### src/rtl/gf233_mult_seq.sv
// Unreduced GF(2)[x] multiply of two M-bit operands, time-multiplexing one
// external WxW carry-less limb multiplier (registered, one-cycle latency).
module gf233_mult_seq #(
  parameter int M = 233,
  parameter int W = 29
) (
  input  logic           clk,
  input  logic           rst_n,
  input  logic           start,
  input  logic [M-1:0]   a,
  input  logic [M-1:0]   b,
  output logic           busy,
  output logic           done,
  output logic [2*M-2:0] c,
  output logic [W-1:0]   mul_a,
  output logic [W-1:0]   mul_b,
  input  logic [2*W-1:0] mul_d
);

  localparam int N  = (M + W - 1) / W;
  localparam int NW = N * W;
  localparam int AW = 2 * NW;
  localparam int CW = (N > 1) ? $clog2(N) : 1;

  typedef enum logic [1:0] {S_IDLE, S_RUN, S_DRAIN, S_DONE} state_t;

  state_t          r_state, w_next;
  logic [NW-1:0]   r_a, r_b;
  logic [AW-1:0]   r_acc, w_acc_next, w_pp;
  logic [CW-1:0]   r_i, r_j, r_id, r_jd;
  logic [CW-1:0]   w_i_nx, w_j_nx;
  logic [CW:0]     w_sum;
  logic            r_v;
  logic            r_busy, r_done;
  logic [2*M-2:0]  r_c;
  logic [W-1:0]    r_mul_a, r_mul_b;
  logic            w_accept, w_last, w_wrap;

  assign busy  = r_busy;
  assign done  = r_done;
  assign c     = r_c;
  assign mul_a = r_mul_a;
  assign mul_b = r_mul_b;

  assign w_accept = start && ((r_state == S_IDLE) || (r_state == S_DONE));
  assign w_wrap   = (r_j == CW'(N - 1));
  assign w_last   = w_wrap && (r_i == CW'(N - 1));
  assign w_j_nx   = w_wrap ? '0 : r_j + CW'(1);
  assign w_i_nx   = w_wrap ? r_i + CW'(1) : r_i;

  // Partial product lands at limb offset i_d + j_d (up to 2N-2, hence CW+1 bits)
  assign w_sum      = {1'b0, r_id} + {1'b0, r_jd};
  assign w_pp       = {{(AW - 2*W){1'b0}}, mul_d} << (W * w_sum);
  assign w_acc_next = r_v ? (r_acc ^ w_pp) : r_acc;

  always_ff @(posedge clk or negedge rst_n) begin
    if (!rst_n) r_state <= S_IDLE;
    else        r_state <= w_next;
  end

  always_comb begin
    w_next = r_state;
    case (r_state)
      S_IDLE:  if (w_accept) w_next = S_RUN;
      S_RUN:   if (w_last) w_next = S_DRAIN;
      S_DRAIN: w_next = S_DONE;
      S_DONE:  w_next = w_accept ? S_RUN : S_IDLE;
      default: w_next = S_IDLE;
    endcase
  end

  always_ff @(posedge clk or negedge rst_n) begin
    if (!rst_n) begin
      r_a     <= '0;
      r_b     <= '0;
      r_acc   <= '0;
      r_i     <= '0;
      r_j     <= '0;
      r_id    <= '0;
      r_jd    <= '0;
      r_v     <= 1'b0;
      r_busy  <= 1'b0;
      r_done  <= 1'b0;
      r_c     <= '0;
      r_mul_a <= '0;
      r_mul_b <= '0;
    end else begin
      // Valid tag qualifies mul_d one cycle after each issue
      r_v    <= (r_state == S_RUN);
      r_id   <= r_i;
      r_jd   <= r_j;
      r_busy <= (w_next == S_RUN) || (w_next == S_DRAIN);
      r_done <= (r_state == S_DRAIN);

      if (w_accept) begin
        r_a     <= NW'(a);
        r_b     <= NW'(b);
        r_acc   <= '0;
        r_i     <= '0;
        r_j     <= '0;
        r_mul_a <= a[W-1:0];
        r_mul_b <= b[W-1:0];
      end else begin
        r_acc <= w_acc_next;
        if (r_state == S_RUN) begin
          if (w_last) begin
            r_mul_a <= '0;
            r_mul_b <= '0;
          end else begin
            r_i     <= w_i_nx;
            r_j     <= w_j_nx;
            r_mul_a <= r_a[W*w_j_nx +: W];
            r_mul_b <= r_b[W*w_i_nx +: W];
          end
        end
        if (r_state == S_DRAIN) r_c <= w_acc_next[2*M-2:0];
      end
    end
  end

  a_acc_top_zero: assert property (@(posedge clk) disable iff (!rst_n)
    r_acc[AW-1:2*M-1] == '0);

endmodule

### config.mk
export PLATFORM = sky130hd
export DESIGN_NAME = gf233_mult_seq
export DESIGN_NICKNAME = d
export VERILOG_FILES = /design/src/rtl/gf233_mult_seq.sv
export SDC_FILE = /design/constraint.sdc
export NUM_CORES = 2
export LEC_CHECK = 0
export CELL_PAD_IN_SITES_DETAIL_PLACEMENT = 0
export CELL_PAD_IN_SITES_GLOBAL_PLACEMENT = 1
export CORE_AREA = 5 5 409 411
export DETAILED_ROUTE_END_ITERATION = 16
export DIE_AREA = 0 0 414 416
export PLACE_DENSITY_LB_ADDON = 0.12
export SYNTH_ARGS = -nofsm -noshare
export SYNTH_HDL_FRONTEND = slang
export SYNTH_SLANG_ARGS = --single-unit
### constraint.sdc
create_clock -name clk -period 9.6 [get_ports clk]
set_input_delay 0.96 -clock clk [delete_from_list [all_inputs] [get_ports clk]]
set_output_delay 0.96 -clock clk [all_outputs]
set_load 0.02 [all_outputs]
Yosys cells after proc, flatten, opt, wreduce, memory -nomap -nowiden

Cells that the tools add are included.

ROM bits: 0
Memories kept: 0
Flip-flop bits (word level): 1532
Memory bits (writable): 0
Word-level logic and storage cells: 63
Output and inout port bits: 525
Bits in latches: 0
Bits of input ports: 527

Shift-type cells: 3
Reduce and logical (&&, ||, !) cells: 9
Bitwise logic cells: 2
Multiplexer cells: 20
Eq/ne operators: 8
$add $sub $neg: 3
Multipliers: 3
$lt $le $gt $ge: 0
Div/mod/pow operators: 0

Operator list:

| kind                                                                  | number |
|---|---|
| 522-bit 2-to-1 mux                                                    | 2 |
| 261-bit by 10-bit indexed part select with 29-bit output              | 2 |
| 58-bit by 10-bit << shifter with 522-bit output                       | 1 |
| 522-bit XOR                                                           | 1 |
| 29-bit 2-to-1 mux                                                     | 6 |
| 4-bit 2-to-1 mux                                                      | 8 |
| 5-bit by 4-bit multiplier with 9-bit output, first input constant     | 2 |
| 5-bit by 5-bit multiplier with 10-bit output, first input constant    | 1 |
| 4-bit by 1-bit adder with 4-bit output, second input constant         | 2 |
| 4-bit equality test, second input constant                            | 2 |
| 2-bit case mux with 4 select lines                                    | 1 |
| 2-bit equality test, second input constant                            | 3 |
| 4-bit by 4-bit adder with 5-bit output                                | 1 |
| 2-bit by 1-bit equality test with 1-bit output, second input constant | 2 |
| 2-bit 2-to-1 mux                                                      | 2 |
| 2-bit AND reduction                                                   | 2 |
| 2-bit nonzero test                                                    | 2 |
| 1-bit logical AND                                                     | 2 |
| 2-bit logical NOT                                                     | 1 |
| 1-bit logical OR                                                      | 2 |
| 2-bit != test, second input constant                                  | 1 |
| 1-bit 2-to-1 mux                                                      | 1 |
| 1-bit inverter                                                        | 1 |

Logic depth before layout (Yosys ltp)

Word-level depth: 7
Depth in mapped cells: 21
Mapped depth without buffers: 17

Worst setup path before layout

OpenSTA, ideal clock, no wires.

Path type: flip-flop to flip-flop
Start point: register r_id[0]
End point: register r_c[137] (netlist: c[137])
Cell stages (with the launch flop): 19
Required time: 9.463 ns
Slack: 4.258 ns
Library setup time: 0.137 ns
Arrival time: 5.205 ns
Buffers on the path: 4
Period minus slack after synthesis: 5.342 ns
Cell sequence: dfrtp_1 ha_1 fa_1 buf_6 buf_6 buf_6 clkinv_1 fa_1 inv_1 ha_1 ha_1 xor2_1 buf_2 mux4_2 mux2_2 a222oi_1 nor2_1 xnor2_1 a21oi_1

Word-level cells in the longest chain between the ends: 5

RTL lines:

| what                                            | RTL line | RTL |
|---|---|---|
| from (decl)                                     | 30       | `logic [CW-1:0] r_i, r_j, r_id, r_jd;` |
| from (signal assigned)                          | 90       | `r_id <= r_i;` |
| 4-bit by 4-bit adder with 5-bit output          | 52       | `assign w_sum = {1'b0, r_id} + {1'b0, r_jd};` |
| 5-bit by 5-bit multiplier with 10-bit output    | 53       | `assign w_pp = {{(AW - 2*W){1'b0}}, mul_d} << (W * w_sum);` |
| 58-bit by 10-bit << shifter with 522-bit output | 53       |  |
| 522-bit XOR                                     | 54       | `assign w_acc_next = r_v ? (r_acc ^ w_pp) : r_acc;` |
| 522-bit 2-to-1 mux                              | 54       |  |
| to (signal assigned)                            | 116      | `if (r_state == S_DRAIN) r_c <= w_acc_next[2*M-2:0];` |
| to (decl)                                       | 35       | `logic [2*M-2:0] r_c;` |

No other way between the ends. The select of a mux whose other input is x is not followed.
A chain may end at the register's enable or synchronous reset.

Worst setup path after layout

Start point: register r_id[0]
End point: register r_c[216] (netlist: c[216])

Same word-level chain as after synthesis.

==> impl_metrics.yaml <==
synthesis:
  netlist_top_cells_count: "nand2_1, dfrtp_1, nor2_1"
  yosysTopAreaCell: "dfrtp_1"
  yosysUniqueCellTypes: 102
  syn_area_sq_um: 70400
  synthXorXnorAreaFrac: 0.0526
  synth_flop_cell: "dfrtp_1"
  synth.area.top_cells: "dfrtp_1, nand2_1, mux4_2"
  synth_compound_area_frac: 0.111
  ys_seq_elements: 1475
  synth_edf_count: 0
  muxShareOfSynthArea: 0.104
  yosys.area.top_type_share: 0.524
  post_synth_and_or_nand_nor_area_fraction: 0.169
  synth-warning-count: 0
  synth_top_family_by_area: "simple AND/OR/NAND/NOR gates"
  postSynth.asyncResetShare: 1.00
  synthAdderAreaFrac: 0.00757
  synth.most_common_cell: "nand2_1"
  syn_avg_cell_area_sq_um: 9.86
  syn_inst: 7139
  synth_fp_nets: 7705
  seq_area_frac_synth: 0.524
route:
  firstDrtPassIters: 6
  drt-wirelength-per-cell_microns: 31.2
  drc_errors: 0
  drt_iter0_drc: 6839
  post_drt_via_cell_ratio: 5.84
  routed_wl_microns: 324000
  vias: 60600
  ant_nets: 0
worst_setup_path:
  arrival_ps: 8020
  required_ps: 10260
  critPathKind: "flip-flop to flip-flop"
  endpoint_kind: "flip-flop"
  startpoint_type: "flip-flop"
  worstPathMaxFanout: 31
die:
  pin_count: 1052
  coreArea_sq_um: 164000
  row_count: 149
  dieArea_sq_um: 172000
  die_width_microns: 414
  start_util: 0.430
  dieHeight_microns: 416
timing:
  fmax_mhz: 136
  period_share: 0.768
  finalHoldViolCount: 0
  finalSetupViolCount: 0
  rsz0062_at_grt: "no"
  fin_crit_ps: 7370
  fin_worst_skew_ps: 30.9
  finalMaxSlewViolations: 3
  whs_ps: 40.2
  tightest_slew_ps: 1550
  fin_tns_setup_ps: 0
  maxSlewHeadroom: -0.0439
cells_and_area:
  drive_gt1_frac: 0.0904
  nets: 8597
  syn2layout_area_growth_pct: 25.9
clock_tree:
  cts_buffers: 158
  cts_tree: "yes"
  cts.sinks: 1475
  clk_pin_slew_ps: 60
  cts_root_buf: "clkbuf_16"
  h-tree-depth: 4
  clock_tree.buffer_depth: 3
  clk_latency_ps: 830
  cts_hold_buf: 0
  cts_setup_buffers: 0
  cts_resized: 0
global_routing:
  grt_usage: 0.367
  grt-ovfl-total: 0
  grt_pass1_wl_microns: 456000
  grt_max_degree: 221
  grt_pass1_vias: 60500
  antenna_found_initial: 77
job:
  maxCapViolations: 2
min_path:
  min_path_type: "primary input to asynchronous set/reset pin"
placed_design:
  place_hpwl_microns: 240000
  portBuffers: 1051
  place_congestion: 1.04
run_status:
  violations: "capacitance limit, slew limit"
  status: "finished with violations"
through the flow:
step                setup WS (ps)  utilization  cell area, sq um  std cells
floorplan                    4260            -             70400       7139
global placement             2410        0.508             83200      10100
detailed placement           2390        0.509             83200      10100
CTS                          2400        0.541             88500      10300
global route                 1960        0.541             88600      10400
finish                       2230        0.542             88700      10400
final timing paths:
check	startpoint	depth (start not counted)	slack, ps	to
setup / recovery	r_id[0]$_DFF_PN0_	16	2230	c[216]$_DFFE_PN0P_
hold / removal	rst_n	1	40	c[444]$_DFFE_PN0P_
setup reg to reg	r_id[0]$_DFF_PN0_	16	2230	c[216]$_DFFE_PN0P_
hold reg to reg	r_a[58]$_DFFE_PN0P_	2	470	r_a[58]$_DFFE_PN0P_
max in group asynchronous	rst_n	3	7040	r_acc[120]$_DFF_PN0_
min in group clk	r_a[58]$_DFFE_PN0P_	2	470	r_a[58]$_DFFE_PN0P_
critical path: stages, from the launching register on:
cell and delay, ps:
dfrtp_1 400, ha_4 170, fa_4 1050, clkinv_1 490
fa_1 630, inv_1 40, ha_1 270, ha_1 440
a211oi_2 600, o2111a_1 360, or4_1 460, buf_4 360
nand3_1 630, buf_4 500, o32ai_1 470, xnor2_1 200
a21oi_1 90
cell families after synthesis:
| group | Yosys count |
|---|---|
| AOI/OAI and AO/OA | 1256 |
| and+or+nand+nor | 2966 |
| DFF | 1475 |
| buffers and inverters | 511 |
| adders and majority gates | 39 |
| xor gates and xnor gates | 422 |
| muxes | 470 |
layer usage:
| layer | part of all wire | track usage | vias up |
|---|---|---|---|
| met2 | 0.47 | 0.586 | 2907 |
| met4 | 0.068 | 0.220 | 52 |
| met3 | 0.080 | 0.0948 | 752 |
| met5 | 0.0012 | 0.00306 | - |
| met1 | 0.38 | 0.449 | 30600 |
| li1 | - | - | 26300 |
registers in the layout (all words and copies together) (netlist names):
| signal | cells |
|---|---|
| mul_a | 29 |
| r_id | 4 |
| r_jd | 4 |
| done | 1 |
| r_a | 233 |
| r_j | 4 |
| r_i | 4 |
| mul_b | 29 |
| r_state | 2 |
| c | 465 |
| r_v | 1 |
| busy | 1 |
| r_b | 233 |
| r_acc | 465 |
cells in the final DEF (no fill, tap or decap), drive strengths merged, types with 83 or more instances in the layout:
master         netlist  final
clkbuf             384    235
xnor2              153    153
nand2             1693   1693
mux2i              211    211
nor2               906    906
a31oi               91     91
dfrtp             1475   1475
o21ai              271    271
clkdlybuf4s50        0   1050
buf                 92    160
o211ai              83     83
mux4               198    198
a21oi              454    454
nand3               92     92
xor2               269    269
layout make-up:
class	instances	area, sq um
Antenna cell	48	120
Inverter	33	126
Clock inverter	45	559
Timing Repair Buffer	1210	11900
Clock buffer	235	4750
Tap cell	2189	2740
Fill cell	14800	75000
Sequential cell	1475	36900
Multi-Input combinational cell	5153	31600
Power is left out: the tool's default activity adds up to more than one toggle a clock period on the data nets, which glitch-free logic cannot reach.
